[src/rtl/apb_bridge_pkg.sv]
// -----------------------------------------------------------------------------
// apb_bridge_pkg
// Shared declarations for the request-to-APB bridge.
//   apb_state_e : bridge FSM state (IDLE -> SETUP -> ACCESS -> RESP -> IDLE)
// -----------------------------------------------------------------------------
package apb_bridge_pkg;

  typedef enum logic [1:0] {
    IDLE   = 2'd0,
    SETUP  = 2'd1,
    ACCESS = 2'd2,
    RESP   = 2'd3
  } apb_state_e;

endpackage : apb_bridge_pkg

[src/rtl/apb_bus.sv]
// -----------------------------------------------------------------------------
// APB_BUS
// APB3 signal bundle.
//   Master modport : drives paddr, pwdata, pwrite, psel, penable;
//                    samples prdata, pready, pslverr.
//   Slave modport  : the mirror image.
// -----------------------------------------------------------------------------
interface APB_BUS #(
  parameter int unsigned ADDR_WIDTH = 32,
  parameter int unsigned DATA_WIDTH = 32
);

  logic [ADDR_WIDTH-1:0] paddr;
  logic [DATA_WIDTH-1:0] pwdata;
  logic                  pwrite;
  logic                  psel;
  logic                  penable;
  logic [DATA_WIDTH-1:0] prdata;
  logic                  pready;
  logic                  pslverr;

  modport Master (
    output paddr, pwdata, pwrite, psel, penable,
    input  prdata, pready, pslverr
  );

  modport Slave (
    input  paddr, pwdata, pwrite, psel, penable,
    output prdata, pready, pslverr
  );

endinterface : APB_BUS

[src/rtl/apb_timeout_cnt.sv]
// -----------------------------------------------------------------------------
// apb_timeout_cnt
// Counts ACCESS-phase cycles in which the slave has not yet answered.
//   clk_i    : clock, rising edge
//   rst_ni   : synchronous active-low reset
//   clr_i    : clear the count (asserted when a new transfer starts)
//   inc_i    : one more ACCESS cycle without PREADY
//   expire_o : this inc_i brings the count to LIMIT (combinational, so the
//              bridge can leave ACCESS at the end of that same cycle)
// -----------------------------------------------------------------------------
module apb_timeout_cnt #(
  parameter int unsigned LIMIT = 255
) (
  input  logic clk_i,
  input  logic rst_ni,
  input  logic clr_i,
  input  logic inc_i,
  output logic expire_o
);

  localparam int unsigned CW = $clog2(LIMIT + 1);

  logic [CW-1:0] cnt_q;
  logic [CW-1:0] cnt_d;

  always_comb begin
    cnt_d = cnt_q;
    if (clr_i) begin
      cnt_d = '0;
    end else if (inc_i) begin
      cnt_d = cnt_q + 1'b1;
    end
  end

  always_ff @(posedge clk_i) begin
    if (!rst_ni) begin
      cnt_q <= '0;
    end else begin
      cnt_q <= cnt_d;
    end
  end

  // The count reaches LIMIT on the cycle that increments from LIMIT-1.
  assign expire_o = inc_i && (cnt_q == CW'(LIMIT - 1));

endmodule : apb_timeout_cnt

[src/rtl/apb_req_bridge.sv]
// -----------------------------------------------------------------------------
// apb_req_bridge
// Converts a valid/ready request/response pair into single APB transfers.
//
// Ports
//   clk_i        : clock, rising edge
//   rst_ni       : synchronous active-low reset (aborts any transfer)
//   req_valid_i  : request valid
//   req_ready_o  : high only in IDLE; request taken on valid & ready
//   req_addr_i   : target address
//   req_we_i     : 1 = write, 0 = read
//   req_wdata_i  : write data
//   rsp_valid_o  : response valid, held until rsp_ready_i
//   rsp_ready_i  : response consumed on valid & ready
//   rsp_rdata_o  : read data (0 for writes and timeouts)
//   rsp_err_o    : PSLVERR or timeout
//   apb_master   : APB initiator port
//
// Build option
//   APB_TIMEOUT_EN : adds an ACCESS-phase watchdog (apb_timeout_cnt) that
//                    ends a transfer with an error after TIMEOUT_CYCLES
//                    cycles without PREADY. Without it the bridge waits
//                    in ACCESS indefinitely.
// -----------------------------------------------------------------------------
module apb_req_bridge
  import apb_bridge_pkg::*;
#(
  parameter int unsigned APB_ADDR_WIDTH = 32,
  parameter int unsigned APB_DATA_WIDTH = 32,
  parameter int unsigned TIMEOUT_CYCLES = 255
) (
  input  logic                      clk_i,
  input  logic                      rst_ni,
  input  logic                      req_valid_i,
  output logic                      req_ready_o,
  input  logic [APB_ADDR_WIDTH-1:0] req_addr_i,
  input  logic                      req_we_i,
  input  logic [APB_DATA_WIDTH-1:0] req_wdata_i,
  output logic                      rsp_valid_o,
  input  logic                      rsp_ready_i,
  output logic [APB_DATA_WIDTH-1:0] rsp_rdata_o,
  output logic                      rsp_err_o,
  APB_BUS.Master                    apb_master
);

  apb_state_e                state_q;
  logic                      req_ready_q;
  logic                      rsp_valid_q;
  logic [APB_DATA_WIDTH-1:0] rsp_rdata_q;
  logic                      rsp_err_q;
  logic                      psel_q;
  logic                      penable_q;
  logic [APB_ADDR_WIDTH-1:0] paddr_q;
  logic [APB_DATA_WIDTH-1:0] pwdata_q;
  logic                      pwrite_q;

  logic                      timeout_hit;

`ifdef APB_TIMEOUT_EN
  // Cleared when a request is accepted (i.e. on SETUP entry), counts every
  // ACCESS cycle that passes without PREADY.
  apb_timeout_cnt #(
    .LIMIT (TIMEOUT_CYCLES)
  ) u_timeout_cnt (
    .clk_i    (clk_i),
    .rst_ni   (rst_ni),
    .clr_i    ((state_q == IDLE) && req_valid_i),
    .inc_i    ((state_q == ACCESS) && !apb_master.pready),
    .expire_o (timeout_hit)
  );
`else
  assign timeout_hit = 1'b0;
  // TIMEOUT_CYCLES only matters when the watchdog is built in.
  wire unused_timeout_cfg = |TIMEOUT_CYCLES;
`endif

  always_ff @(posedge clk_i) begin
    if (!rst_ni) begin
      state_q     <= IDLE;
      req_ready_q <= 1'b1;
      rsp_valid_q <= 1'b0;
      rsp_rdata_q <= '0;
      rsp_err_q   <= 1'b0;
      psel_q      <= 1'b0;
      penable_q   <= 1'b0;
      paddr_q     <= '0;
      pwdata_q    <= '0;
      pwrite_q    <= 1'b0;
    end else begin
      case (state_q)
        IDLE: begin
          // req_ready_q is always 1 here, so valid alone completes the handshake.
          if (req_valid_i) begin
            paddr_q     <= req_addr_i;
            pwrite_q    <= req_we_i;
            pwdata_q    <= req_wdata_i;
            psel_q      <= 1'b1;
            penable_q   <= 1'b0;
            req_ready_q <= 1'b0;
            state_q     <= SETUP;
          end
        end

        SETUP: begin
          penable_q <= 1'b1;
          state_q   <= ACCESS;
        end

        ACCESS: begin
          // PREADY is checked first so a reply on the limit cycle completes normally.
          if (apb_master.pready) begin
            rsp_rdata_q <= pwrite_q ? '0 : apb_master.prdata;
            rsp_err_q   <= apb_master.pslverr;
            rsp_valid_q <= 1'b1;
            psel_q      <= 1'b0;
            penable_q   <= 1'b0;
            state_q     <= RESP;
          end else if (timeout_hit) begin
            rsp_rdata_q <= '0;
            rsp_err_q   <= 1'b1;
            rsp_valid_q <= 1'b1;
            psel_q      <= 1'b0;
            penable_q   <= 1'b0;
            state_q     <= RESP;
          end
        end

        RESP: begin
          if (rsp_ready_i) begin
            rsp_valid_q <= 1'b0;
            req_ready_q <= 1'b1;
            state_q     <= IDLE;
          end
        end

        default: begin
          state_q <= IDLE;
        end
      endcase
    end
  end

  assign req_ready_o        = req_ready_q;
  assign rsp_valid_o        = rsp_valid_q;
  assign rsp_rdata_o        = rsp_rdata_q;
  assign rsp_err_o          = rsp_err_q;
  assign apb_master.psel    = psel_q;
  assign apb_master.penable = penable_q;
  assign apb_master.paddr   = paddr_q;
  assign apb_master.pwdata  = pwdata_q;
  assign apb_master.pwrite  = pwrite_q;

endmodule : apb_req_bridge

[src/flat_wrapper.sv]
// flat-port wrapper written by rule: the top's interface ports become plain ports
module apb_req_bridge_flat import apb_bridge_pkg::*;
#(
  parameter int unsigned APB_ADDR_WIDTH = 32,
  parameter int unsigned APB_DATA_WIDTH = 32,
  parameter int unsigned TIMEOUT_CYCLES = 255
)
  (clk_i, rst_ni, req_valid_i, req_ready_o, req_addr_i, req_we_i, req_wdata_i, rsp_valid_o, rsp_ready_i, rsp_rdata_o, rsp_err_o, apb_master_paddr, apb_master_pwdata, apb_master_pwrite, apb_master_psel, apb_master_penable, apb_master_prdata, apb_master_pready, apb_master_pslverr);
  APB_BUS #(.ADDR_WIDTH(32), .DATA_WIDTH(32)) apb_master_i ();
  input  logic clk_i;
  input  logic rst_ni;
  input  logic req_valid_i;
  output logic req_ready_o;
  input  logic [APB_ADDR_WIDTH-1:0] req_addr_i;
  input  logic req_we_i;
  input  logic [APB_DATA_WIDTH-1:0] req_wdata_i;
  output logic rsp_valid_o;
  input  logic rsp_ready_i;
  output logic [APB_DATA_WIDTH-1:0] rsp_rdata_o;
  output logic rsp_err_o;
  output wire logic [$bits(apb_master_i.paddr)-1:0] apb_master_paddr;
  output wire logic [$bits(apb_master_i.pwdata)-1:0] apb_master_pwdata;
  output wire logic [$bits(apb_master_i.pwrite)-1:0] apb_master_pwrite;
  output wire logic [$bits(apb_master_i.psel)-1:0] apb_master_psel;
  output wire logic [$bits(apb_master_i.penable)-1:0] apb_master_penable;
  input wire logic [$bits(apb_master_i.prdata)-1:0] apb_master_prdata;
  input wire logic [$bits(apb_master_i.pready)-1:0] apb_master_pready;
  input wire logic [$bits(apb_master_i.pslverr)-1:0] apb_master_pslverr;
  assign apb_master_paddr = apb_master_i.paddr;
  assign apb_master_pwdata = apb_master_i.pwdata;
  assign apb_master_pwrite = apb_master_i.pwrite;
  assign apb_master_psel = apb_master_i.psel;
  assign apb_master_penable = apb_master_i.penable;
  assign apb_master_i.prdata = apb_master_prdata;
  assign apb_master_i.pready = apb_master_pready;
  assign apb_master_i.pslverr = apb_master_pslverr;
  apb_req_bridge #(.APB_ADDR_WIDTH(APB_ADDR_WIDTH), .APB_DATA_WIDTH(APB_DATA_WIDTH), .TIMEOUT_CYCLES(TIMEOUT_CYCLES)) u_core (.clk_i(clk_i), .rst_ni(rst_ni), .req_valid_i(req_valid_i), .req_ready_o(req_ready_o), .req_addr_i(req_addr_i), .req_we_i(req_we_i), .req_wdata_i(req_wdata_i), .rsp_valid_o(rsp_valid_o), .rsp_ready_i(rsp_ready_i), .rsp_rdata_o(rsp_rdata_o), .rsp_err_o(rsp_err_o), .apb_master(apb_master_i));
endmodule
[config.mk]
export PLATFORM = sky130hd
export DESIGN_NAME = apb_req_bridge_flat
export DESIGN_NICKNAME = d
export VERILOG_FILES = /design/src/rtl/apb_bridge_pkg.sv /design/src/rtl/apb_bus.sv /design/src/rtl/apb_timeout_cnt.sv /design/src/rtl/apb_req_bridge.sv /design/src/flat_wrapper.sv
export SDC_FILE = /design/constraint.sdc
export NUM_CORES = 1
export LEC_CHECK = 0
export ABC_AREA = 0
export BUFFER_PORTS_ARGS = -buffer_cell sky130_fd_sc_hd__buf_2
export CORE_MARGIN = 2
export CORE_UTILIZATION = 46
export DETAILED_ROUTE_END_ITERATION = 16
export PLACE_DENSITY = 0.8
export SLEW_MARGIN = 40
export SYNTH_ARGS = -nofsm -noshare
export SYNTH_HDL_FRONTEND = slang
export SYNTH_HIERARCHICAL = 1
export SYNTH_SLANG_ARGS = --single-unit
[constraint.sdc]
create_clock -name clk_i -period 2 [get_ports clk_i]
set_input_delay 0.3 -clock clk_i [delete_from_list [all_inputs] [get_ports clk_i]]
set_output_delay 0.3 -clock clk_i [all_outputs]
set_load 0.1 [all_outputs]
==> Yosys cells after proc, flatten, opt, wreduce, memory -nomap -nowiden <==
Index checks and enable logic that the tools add are counted.
{ "word_totals": {"ff_bits": 104, "output_inout_bits": 102} }
{ "classes": {"eq_ne": 6, "mux": 15, "reduce_logical": 12} }
{ "ops": {"columns": ["op", "count"], "rows": [
  ["2-to-1 mux 32 bit", 1],
  ["AND reduction 3 bit", 5],
  ["one-hot mux 2 bit (4 select lines)", 1],
  ["2-to-1 mux 1 bit", 6],
  ["2-to-1 mux 2 bit", 3],
  ["!= test 2 bit (second input constant)", 3],
  ["one-hot mux 1 bit (2 select lines)", 3],
  ["nonzero test 2 bit", 3],
  ["equality test 2 bit (second input constant)", 2],
  ["AND reduction 2 bit", 2],
  ["one-hot mux 1 bit (3 select lines)", 1],
  ["nonzero test 3 bit", 1],
  ["equality test 2 x 1 -> 1 bit (second input constant)", 1],
  ["logical NOT 2 bit", 1]
]} }

==> Logic depth before layout (Yosys ltp) <==
{ "depth": {"depth_word": 3, "depth_mapped": 7} }

==> Least setup slack after synthesis <==
OpenSTA, ideal clock, no wires.
{ "synth_timing": {"kind": "flip-flop to flip-flop", "start": "register u_core.pwrite_q (netlist: u_core/apb_master.pwrite)", "end": "register u_core.rsp_rdata_q[30] (netlist: u_core/rsp_rdata_o[30])", "arrival_time_ps": 1442, "slack_ps": 439, "path_stages_with_launch": 4, "path_buffers": 1, "synth_period_minus_slack_ps": 1561, "cell_sequence": "dfxtp_1 clkbuf_1 nand3b_2 a21boi_2"} }
{ "synth_between": {"elab_chain_len": 1} }
{ "synth_lines": {"columns": ["element", "line_no", "rtl"], "rows": [
  ["start: declaration", "apb_req_bridge.sv:55", "logic pwrite_q;"],
  ["start signal: assignment", "apb_req_bridge.sv:95", "pwrite_q <= req_we_i;"],
  ["2-to-1 mux 32 bit", "apb_req_bridge.sv:112", "rsp_rdata_q <= pwrite_q ? '0 : apb_master.prdata;"],
  ["end signal: assignment", "apb_req_bridge.sv:112", null],
  ["end: declaration", "apb_req_bridge.sv:49", "logic [APB_DATA_WIDTH-1:0] rsp_rdata_q;"]
]} }
Every way passes these cells.
A chain may end at the register's enable or synchronous reset.

==> Final worst setup path <==
{ "layout_timing": {"start": "register u_core.state_q[0]", "end": "register u_core.pwdata_q[3] (netlist: u_core/apb_master.pwdata[3])"} }
{ "layout_between": {"elab_chain_len": 2} }
{ "layout_lines": {"columns": ["element", "line_no", "rtl"], "rows": [
  ["start: declaration", "apb_req_bridge.sv:46", "apb_state_e state_q;"],
  ["start signal: assignment", "apb_req_bridge.sv:79", "state_q <= IDLE;"],
  ["start signal: assignment", "apb_req_bridge.sv:100", "state_q <= SETUP;"],
  ["start signal: assignment", "apb_req_bridge.sv:106", "state_q <= ACCESS;"],
  ["logical NOT 2 bit", "apb_req_bridge.sv:90", "case (state_q)"],
  ["AND reduction 2 bit (no line)", null, null],
  ["end signal: assignment", "apb_req_bridge.sv:96", "pwdata_q <= req_wdata_i;"],
  ["end: declaration", "apb_req_bridge.sv:54", "logic [APB_DATA_WIDTH-1:0] pwdata_q;"]
]} }
Every way passes these cells.

==> impl_results.md <==
* Crit Path Max Fanout at 36
* Ys async rst share at 0
* Fmax achieved at between 600 and 700 MHz
* Gr usage total at 0.202
* GPL Wtd Cong at between 0.7 and 0.8
* DPL Wire Length at 7530 um
* Crit Path Category: flip-flop to flip-flop
* Relative max-transition margin at 0.663
* Synth top area cells: dfxtp_1 (49%), nand2_1 (15%), a21boi_1 (13%), nand3b_1 (5.5%), a21boi_0 (3.7%)
* Total Die Area at 10000 um^2
* Mean Syn Cell Area at 8.96 um^2
* Worst Reg2Reg Path Length in Cells at 6
* Slew @ Worst Pin at 509 ps
* Area share of the largest cell type after synthesis at 0.491
* Post-CTS sizing at 0
* Syn. warnings at 6
* Vias in the first global route at roughly 3.7k
* Final setup viols at 0
* Final hold vios at 0
* Reg-to-reg endpoint: u_core/apb_master.pwdata[3]
* PwrDens at between 1000 and 1500 nW/um^2
* Tcrit/Tclk final at 0.811
* Max incr delay on CP at approximately 360 ps
* Max-cap violations at 0
* Final WL at roughly 10000 um
* Port Buffer Count at ~200
* Overall Power at 8.12 mW
* FF-to-FF Start: u_core/state_q[0]
* Sinks on Clock Net at ~100
* Grt total ovfl at 0
* DR DRC count at 0
* Placed Cells at approximately 770
* Die Y at 100 um
* Clk slew on worst S/H paths at 100 ps
* Commonest cells in the netlist: nand2_1 (171), dfxtp_1 (104), a21boi_1 (76)
* Fin crit period at about 1600 ps
* CP Data Required Time at ~2300 ps
* VDD IR-drop max at ~670 uV
* Cell Area, Synth at ~4200 um^2
* Area of the multi-input gates at ~1900 um^2
* Hold EP: u_core/apb_master.paddr[24]
* Core area at just over 9000 um^2
* Top-count cell post-synth: nand2_1
* Worst Setup Start Kind: flip-flop
* Final Net Count at 775
* Initial antenna violation count at 1
* Vias post-DR at 3802
* Post-synth EDFFs at 0
* Layout cells sized above 1 at 0.357
* Maximum number of pins on one net before global-route repair at 42
* Setup crit end kind: flip-flop
* Io pins at approximately 200
* Setup_tns at 0 ps
* RSZ-0062 raised after global routing: no
* Worst hold-check path type: input port to flip-flop
* Fin cells at around 800
* CTS tree: built
* Clock Latency Late Sink at 350 ps
* Hold_sp: req_addr_i[24]
* Final core area utilization at 0.597
* Wire length per cell at ~13 um
* Hold path depth at 3
* Synth Flop Type: dfxtp_1
* H-tree depth at 3
* Synth Register Bits at roughly 100
* Post-Syn Nets at ~600
* Starting DRT DRC Count at around 120
* Leakage at between 2 and 3 nW
* Setup WS post-layout at around 380 ps
* Sequential share of the synthesized area at 0.491
* Vias per cell at 4.86
* Initial core utilization at 0.466
* Most area-hungry cell type in the Yosys netlist: dfxtp_1
* Die Span X at 100 um
* TritonCTS buffer count at 9
* Antenna viol nets, final at 0
* Drt first pass iters at 6
* CP max-delay cell: dfxtp_1
* Syn-to-layout area delta at 28.2%
* Reg2reg setup slack at approximately 380 ps
* Clk buf depth at 2
* Cell Rows at 35
* Post-synthesis cell count at between 400 and 500
* Final Skew at approximately 6.4 ps
* Unique masters post-synth at 29
* CTS Hold Bufs at 0
* Critical Path AT at 1890 ps
* Slew Viols, Final at 0
* Layout fillers at slightly above 800
* Worst path cell trace: inv_1 > ha_1 > and2_2 > buf_4 > nand2_1 > a21boi_0
* Setup slack after placement at 393 ps
* Status: finished, final reports clean
* FF/Latch Area at approximately 2100 um^2
* Cell at the root of the clock tree: clkbuf_8
* First-pass GRT wire length at 16500 um
* Setup bufs post-CTS at 0
[cell usage in the layout (no fill, tap or decap), drive strengths merged]
cell | synthesis | routed
diode | 0 | 1
and2 | 2 | 2
nand2 | 171 | 171
o41ai | 1 | 1
bufinv | 0 | 1
mux2i | 2 | 2
nand3b | 32 | 32
o21bai | 1 | 1
o32ai | 1 | 1
o31a | 1 | 1
a21boi | 100 | 100
dfxtp | 104 | 104
nand2b | 3 | 3
clkbuf | 13 | 11
buf | 22 | 216
clkinvlp | 0 | 1
o21ai | 3 | 3
inv | 3 | 4
ha | 7 | 7
a211oi | 1 | 1
o311ai | 1 | 1
a21oi | 2 | 2
nor3 | 1 | 1
and2b | 2 | 2
clkinv | 0 | 2
[area by class of cell]
class                   instances  area share
diodes                          1    0.000460
repair buffers                216       0.204
inverters                       3     0.00207
multi-input cells             331       0.350
clock buffers                  11      0.0242
clock inverters                 5      0.0104
well taps                     111      0.0256
flip-flops and latches        104       0.383
[worst max path at each step]
stage | from | to | slack (ps) | cells after the start
6_report | u_core/state_q[0] | u_core/apb_master.pwdata[3] | 380 | 6
5_1_grt | u_core/state_q[0] | u_core/apb_master.pwdata[3] | 200 | 6
4_1_cts | u_core/state_q[0] | u_core/apb_master.pwdata[3] | 360 | 6
3_3_place_gp | u_core/state_q[0] | u_core/apb_master.pwdata[2] | 490 | 6
3_5_place_dp | u_core/state_q[0] | u_core/apb_master.pwdata[2] | 390 | 6
2_1_floorplan | u_core/apb_master.pwrite | u_core/rsp_rdata_o[30] | 440 | 3
[through the flow]
step / hold slack (ps) / cell area (um^2)
after detailed placement: 440 / 5250
after global placement: 435 / 5250
after CTS: 157 / 5430
after floorplan: 435 / 4240
final: 175 / 5440
after global routing: 158 / 5430
[worst max-delay path: cells and delay by family, from the launching register on]
| family | cells | cell delay [ps] |
|---|---|---|
| adder cells (fa/ha/maj) | 1 | 250 |
| AO/OA/AOI/OAI | 1 | 170 |
| flip-flops | 1 | 360 |
| buffers and inverters | 2 | 470 |
| AND/OR/NAND/NOR | 2 | 270 |
[state kept, by name, summed over array words and instances, names as in the netlist]
signal and cells:
u_core/rsp_rdata_o 32, u_core/apb_master.pwrite 1, u_core/apb_master.paddr 32, u_core/apb_master.penable 1
u_core/rsp_valid_o 1, u_core/state_q 2, u_core/req_ready_o 1, u_core/rsp_err_o 1
u_core/apb_master.pwdata 32, u_core/apb_master.psel 1
[power by group]
group | leakage, nW | switching (mW) | internal (mW)
clock network | 0.0937 | 0.679 | 0.581
logic | 1.59 | 3.46 | 0.778
registers | 0.849 | 0.193 | 2.43
[layer usage]
metal,routed length (um),global-route usage
met1,4400,0.228
met2,5050,0.365
met3,777,0.0620
met4,140,0.0622
met5,0,0
[logic make-up after synthesis]
group	share of synthesized area
simple gates	0.222
compound gates	0.200
flops	0.491
buf+inv	0.0611
fa+ha+maj	0.0207
mux	0.00472
Power figures use the tool's default switching activity.
